==> src/rtl/bexkat_lsu.sv <==
// bexkat_lsu: single-outstanding load/store unit driving a Wishbone classic master with big-endian lanes.
// Define LSU_TIMEOUT_EN to add a bus-cycle watchdog that ends a stalled cycle after TIMEOUT clocks.
module bexkat_lsu #(
  parameter int DATA_W = 32,
  parameter int ADDR_W = 32,
  parameter int TIMEOUT = 256
) (
  input  logic                clk_i,
  input  logic                rst_i,
  input  logic                req_valid,
  output logic                req_ready,
  input  logic                req_we,
  input  logic [1:0]          req_size,
  input  logic                req_signed,
  input  logic [ADDR_W-1:0]   req_addr,
  input  logic [DATA_W-1:0]   req_wdata,
  output logic                rsp_valid,
  input  logic                rsp_ready,
  output logic [DATA_W-1:0]   rsp_rdata,
  output logic [1:0]          rsp_err,
  output logic                wb_cyc_o,
  output logic                wb_stb_o,
  output logic                wb_we_o,
  output logic [ADDR_W-1:0]   wb_adr_o,
  output logic [DATA_W/8-1:0] wb_sel_o,
  output logic [DATA_W-1:0]   wb_dat_o,
  input  logic [DATA_W-1:0]   wb_dat_i,
  input  logic                wb_ack_i,
  input  logic                wb_err_i
);
  localparam int NB = DATA_W / 8;
  localparam int LG = $clog2(NB);
  localparam int SW = LG + 2;
  typedef enum logic [1:0] {IDLE, BUS, RESP} state_t;
  state_t r_state, w_next;
  logic [3:0] w_n;
  logic [SW-1:0] w_sh, r_sh;
  logic [NB-1:0] w_bm, w_sel, r_sel;
  logic [DATA_W-1:0] w_dm, r_dm, w_dat, r_dat, w_raw, w_ld, r_rdata;
  logic [ADDR_W-1:0] r_adr;
  logic [1:0] r_err;
  logic r_we, r_signed, w_mis, w_acc, w_bus, w_fin, w_to, w_sbit;

  assign w_n = 4'd1 << req_size;
  assign w_mis = (|(req_addr[2:0] & (w_n[2:0] - 3'd1))) | (req_size > 2'(LG));
  // Lowest selected lane; the access fills lanes w_sh .. w_sh+n-1 with its MSB on the highest lane.
  assign w_sh = SW'(NB) - SW'(req_addr[LG-1:0]) - SW'(w_n);
  assign w_bm = ~({NB{1'b1}} << w_n);
  assign w_sel = w_bm << w_sh;
  assign w_dm = ~({DATA_W{1'b1}} << {w_n, 3'b000});
  assign w_dat = (req_wdata & w_dm) << {w_sh, 3'b000};
  assign w_raw = (wb_dat_i >> {r_sh, 3'b000}) & r_dm;
  assign w_sbit = |(w_raw & (r_dm ^ (r_dm >> 1)));
  assign w_ld = w_raw | ({DATA_W{r_signed & w_sbit}} & ~r_dm);
  assign w_acc = (r_state == IDLE) & req_valid;
  assign w_bus = r_state == BUS;
  assign w_fin = w_bus & (wb_err_i | wb_ack_i | w_to);

  assign req_ready = r_state == IDLE;
  assign rsp_valid = r_state == RESP;
  assign rsp_rdata = r_rdata;
  assign rsp_err = r_err;
  assign wb_cyc_o = w_bus;
  assign wb_stb_o = w_bus;
  assign wb_we_o = w_bus & r_we;
  assign wb_adr_o = w_bus ? r_adr : '0;
  assign wb_sel_o = w_bus ? r_sel : '0;
  assign wb_dat_o = w_bus ? r_dat : '0;

`ifdef LSU_TIMEOUT_EN
  localparam int CW = $clog2(TIMEOUT + 1);
  logic [CW-1:0] r_cnt;
  always_ff @(posedge clk_i or posedge rst_i)
    if (rst_i) r_cnt <= '0;
    else r_cnt <= w_bus ? r_cnt + 1'b1 : '0;
  assign w_to = w_bus & (r_cnt == CW'(TIMEOUT - 1));
`else
  // No watchdog: a legal (positive) limit can never fire, so BUS waits for ack or err.
  assign w_to = TIMEOUT < 0;
`endif

  always_ff @(posedge clk_i or posedge rst_i)
    if (rst_i) r_state <= IDLE;
    else r_state <= w_next;

  always_comb begin
    w_next = r_state;
    if (w_acc) w_next = w_mis ? RESP : BUS;
    else if (w_fin) w_next = RESP;
    else if (rsp_valid && rsp_ready) w_next = IDLE;
  end

  always_ff @(posedge clk_i or posedge rst_i)
    if (rst_i) begin
      r_we <= 1'b0;
      r_signed <= 1'b0;
      r_sh <= '0;
      r_sel <= '0;
      r_dm <= '0;
      r_dat <= '0;
      r_adr <= '0;
      r_rdata <= '0;
      r_err <= 2'b00;
    end else if (w_acc) begin
      r_we <= req_we;
      r_signed <= req_signed;
      r_sh <= w_sh;
      r_sel <= w_sel;
      r_dm <= w_dm;
      r_dat <= w_dat;
      r_adr <= {req_addr[ADDR_W-1:LG], {LG{1'b0}}};
      r_rdata <= '0;
      r_err <= w_mis ? 2'b01 : 2'b00;
    end else if (w_fin) begin
      r_rdata <= (wb_err_i | w_to | r_we) ? '0 : w_ld;
      r_err <= wb_err_i ? 2'b10 : wb_ack_i ? 2'b00 : 2'b11;
    end
endmodule

==> config.mk <==
export PLATFORM = sky130hd
export DESIGN_NAME = bexkat_lsu
export DESIGN_NICKNAME = d
export VERILOG_FILES = /design/src/rtl/bexkat_lsu.sv
export SDC_FILE = /design/constraint.sdc
export NUM_CORES = 1
export LEC_CHECK = 0
export CAP_MARGIN = 20
export CELL_PAD_IN_SITES_DETAIL_PLACEMENT = 1
export CELL_PAD_IN_SITES_GLOBAL_PLACEMENT = 2
export CORE_ASPECT_RATIO = 1.75
export CORE_MARGIN = 2
export CORE_UTILIZATION = 29
export DETAILED_ROUTE_END_ITERATION = 12
export PLACE_DENSITY = 0.88
export SYNTH_ARGS = -nofsm -noshare
export SYNTH_HDL_FRONTEND = slang
export SYNTH_SLANG_ARGS = --single-unit
==> constraint.sdc <==
create_clock -name clk_i -period 10.55 [get_ports clk_i]
set_clock_uncertainty 0.15 [all_clocks]
set_input_delay 1.055 -clock clk_i [delete_from_list [all_inputs] [get_ports clk_i]]
set_output_delay 1.055 -clock clk_i [all_outputs]
set_load 0.005 [all_outputs]
After elaboration in Yosys (flattened, before gate mapping) --
Cells that the tools add are included.
Storage, ports and cells: memories 0, bits in latches 0, word-level logic and storage cells 60, bits in writable memories 0, bits in read-only memories 0, register bits after elaboration 140
Cells by class: multiplexer cells 15, shifts and indexed selects 6, order comparisons 1, reductions and logical operators 6, bitwise operators 17, divide/modulo/power cells 0, $mul 0, eq/ne operators 2, add/sub/neg operators 3
Operator list (count):
- 2-to-1 mux 32 bit | 5
- AND 32 bit | 4
- inverter 32 bit | 2
- bitwise OR 32 bit | 1
- OR reduction 32 bit | 1
- left shift 32 x 7 -> 32 bit | 1
- left shift 32 x 7 -> 32 bit, first input constant | 1
- >> shifter 32 x 7 -> 32 bit | 1
- bitwise XOR 32 x 31 -> 32 bit | 1
- 2-to-1 mux 2 bit | 8
- AND 1 bit | 4
- 2-to-1 mux 4 bit | 1
- inverter 4 bit | 1
- left shift 1 x 2 -> 4 bit, first input constant | 1
- left shift 4 x 4 -> 4 bit | 1
- left shift 4 x 4 -> 4 bit, first input constant | 1
- subtractor 3 x 2 -> 4 bit, first input constant | 1
- subtractor 4 bit | 1
- AND 3 bit | 1
- bitwise OR 1 bit | 3
- nonzero test 3 bit | 1
- OR reduction 3 bit | 1
- subtractor 3 x 1 -> 3 bit, second input constant | 1
- == test 2 x 1 -> 1 bit, second input constant | 1
- 6 further kinds | 6

Longest topological paths before layout --
depth in word-level cells 10, depth in mapped cells 13, depth with buffers taken out 10

Worst setup path before layout --
Ideal clock, no wire load.
kind input port to flip-flop, start point input req_size[0], end point register r_dat[0], library setup time 67 ps, arrival time 3566 ps, path slack 6767 ps, cell stages on the path 13, data required time 10333 ps, buffers on the path 3, path through buf_2 > clkbuf_1 > nor2_1 > inv_1 > ha_1 > ha_1 > inv_1 > fa_1 > nand4bb_4 > or2_4 > buf_6 > nor4_4 > a22o_1
Between the ends: word-level cells in the longest chain between the ends 5, elaborated cells on any way between the ends 6, classes of those cells add/sub: 1; shift: 3; bitwise: 2
RTL lines:
- start: declaration | line 13 | input logic [1:0] req_size,
- left shift 1 x 2 -> 4 bit (*) | line 44 | assign w_n = 4'd1 << req_size;
- left shift 32 x 7 -> 32 bit | line 50 | assign w_dm = ~({DATA_W{1'b1}} << {w_n, 3'b000});
- inverter 32 bit | line 50
- AND 32 bit | line 51 | assign w_dat = (req_wdata & w_dm) << {w_sh, 3'b000};
- left shift 32 x 7 -> 32 bit (*) | line 51
- end signal: assignment | line 110 | r_dat <= w_dat;
- end: declaration | line 39 | logic [DATA_W-1:0] w_dm, r_dm, w_dat, r_dat, w_raw, w_ld, r_rdata;
Mark *: on every way between the ends. The rest lies on a longest branch, timed or not. A chain may end at the register's enable or synchronous reset.

Worst setup path in the final report --
start point input req_size[0], end point register r_dat[23]
Same word-level chain as after synthesis.

==> out/results.tsv <==
metric	value	unit
drv_cap	0	
wl_per_cell	20.4	um
crit_chain	clkdlybuf4s50_1, nor2b_1, ha_1, inv_1, ha_1, inv_1, fa_1, nand4bb_4, or2_4, nor3_2, a221o_1	
clock_sinks	111	
dp_hpwl	15800	um
grt-ovfl-total	0	
die_h	194	um
via_count	5341	
grt_max_degree	82	
status	finished clean	
die_w	112	um
fin_crit	4540	ps
port-buffer-count	210	
synth_area_per_cell	9.75	um^2
cp.depth	11	
path_max_fanout	17	
ff2ff_setup_slack	7980	ps
placedInstanceArea	0.00818	mm^2
holdCritPathClass	reg2reg	
placementRows	69	
synthArstFlopShare	1.00	
antenna_found_initial	0	
worst_pin_slew	1090	ps
clockRootBuffer	clkbuf_16	
ys.flop_type	dfrtp_1	
synthCells	612	
worstHoldPathCells	2	
setup_viol	0	
slew_headroom	0.274	
grt_usage	0.195	
multi_input_area	0.00294	mm^2
endpoint_kind	flip-flop	
synth.distinct_cells	60	
max_freq	220	MHz
netlist_top_cells_area	dfrtp_1 (47%), nand2_1 (9.0%), and2_1 (7.1%), a221o_1 (5.4%), a22o_1 (2.5%)	
htree_levels	3	
placeableCoreArea	0.0203	mm^2
ys_ff_latch	111	
ys_seq_area_frac	0.465	
p_leak	3.67	nW
r2r_cells	4	
drt_wl_total	21300	um
rsz0062_at_grt	false	
critPathLaunchType	primary input	
drc_errors	0	
drv_slew	0	
clk_path_buf_depth	2	
ys_warn_count	0	
tritoncts	done	
crit_type	in2reg	
diodes	0	
cp.required	10700	ps
cpPeakStageDelay	860	ps
cts_resized	0	
ant_nets	0	
critPathTopFamily	simple AND/OR/NAND/NOR gates	
peakVddDrop	0.0953	mV
finalWeightedCongestion	0.792	
drtPass1Iterations	4	
via_per_inst	5.12	
die_area	0.0218	mm^2
drive_gt1_frac	0.0641	
p_per_area	190	mW/mm^2
tns	0	ps
first_global_vias	5701	
synth_commonest_cells	nand2_1 (143), dfrtp_1 (111), and2_1 (68)	
clk_pin_slew_worst_paths	80	ps
hold_buffers	0	
n_fill_cell	2273	
mappedNetlistArea	0.00597	mm^2
regArea	0.00278	mm^2
yosysMostFrequentCell	nand2_1	
cp.arrival	4690	ps
hold_viol	0	
synth_edf_count	0	
synth_top_area_frac	0.465	
start_util	0.294	
syn2layout_area_growth	42.3	%
fin_area	0.00850	mm^2
critPathSlowestCell	clkdlybuf4s50_1	
grt_first_pass_wirelength	33200	um
clock_latency	360	ps
ioPinCount	213	
fin_nets	902	
cts_setup_buffers	0	
drt_first_iter_violations	238	
path_buf_inv	3	
cts_buffers	9	
period_share	0.430	
synth_top_area_cell	dfrtp_1	
-- worst register-to-register path, delay by kind of cell (launching register included) --
family	cells	cell delay (ps)
simple gates	3	1460
compound gates	1	250
flops	1	650
-- placed cells by master, fill, tap and decap left out, types with 2 or more instances in the layout --
cell type	n
ha_1	4
o2bb2ai_1	6
nand2_1	143
nand2b_1	11
nand3_1	3
mux2_1	8
conb_1	2
clkbuf_16	9
nor4_4	2
nand3b_1	3
nor2b_1	7
mux2i_1	14
o21ai_1	24
mux2_2	10
a22o_1	17
and3b_1	2
o21a_1	2
and2_1	68
nor2_1	9
a211o_1	4
inv_1	6
clkdlybuf4s50_1	210
o21ai_0	25
clkinvlp_4	3
dfrtp_1	111
a221o_1	32
buf_4	4
a22oi_1	16
nor3_1	4
or3_1	2
-- report_power, final --
group	internal (W)	leakage (nW)	switching, W
combinational	0.000295	2.07	0.000329
clock	0.000168	0.131	0.000171
sequential	0.000547	1.46	0.000108
total	0.00101	3.67	0.000608
-- final timing paths --
kind | start | end
setup / recovery | req_size[0] | r_dat[23]
max in group asynchronous | rst_i | r_adr[8]
setup reg to reg | r_sh[1] | rsp_rdata[25]
hold / removal | r_adr[4] | r_adr[4]
hold reg to reg | r_adr[4] | r_adr[4]
min in group asynchronous | rst_i | rsp_rdata[1]
-- logic make-up (layout without fill, tap and decap cells) --
logic type,count (synthesis),count (layout),synth area share
other cells,1,2,0.000628
buf+inv,55,238,0.0451
simple gates,271,271,0.242
flops,111,111,0.465
mux,33,33,0.0612
xor+xnor,1,1,0.00147
fa+ha+maj,5,5,0.0117
compound gates,135,135,0.173
-- flip-flops by register name, summed over array words and instances (netlist names) --
| name | count |
|---|---|
| r_adr | 30 |
| r_dat | 32 |
| r_dm | 3 |
| r_sel | 4 |
| r_sh | 4 |
| r_signed | 1 |
| r_state | 2 |
| r_we | 1 |
| rsp_err | 2 |
| rsp_rdata | 32 |
-- metal layers --
layer  part of all wire  up-vias  global-route usage
met3              0.036       33              0.0256
met2               0.54      167               0.365
met4              0.032        0              0.0759
li1                   -     2494                   -
met1               0.39     2647               0.222
met5                  0        -                   0
-- layout make-up --
type,instances,area share
clock inverter,6,0.00530
multi-input combinational,447,0.346
clock buffer,10,0.0281
tap,248,0.0365
inverter,7,0.00339
timing repair buffer,215,0.254
sequential,111,0.327
-- metrics by stage --
step                hold WS, ps  total power [W]  std cells  worst slack [ps]   util
finish                      321          0.00162       1044              6010  0.419
global placement            299          0.00127       1027              5850  0.403
CTS                         327          0.00163       1043              6060  0.417
floorplan                   287          0.00101        613              6410      -
detailed placement          309          0.00129       1027              5690  0.403
global route                350          0.00173       1044              5840  0.419
Power figures use the tool's default switching activity.
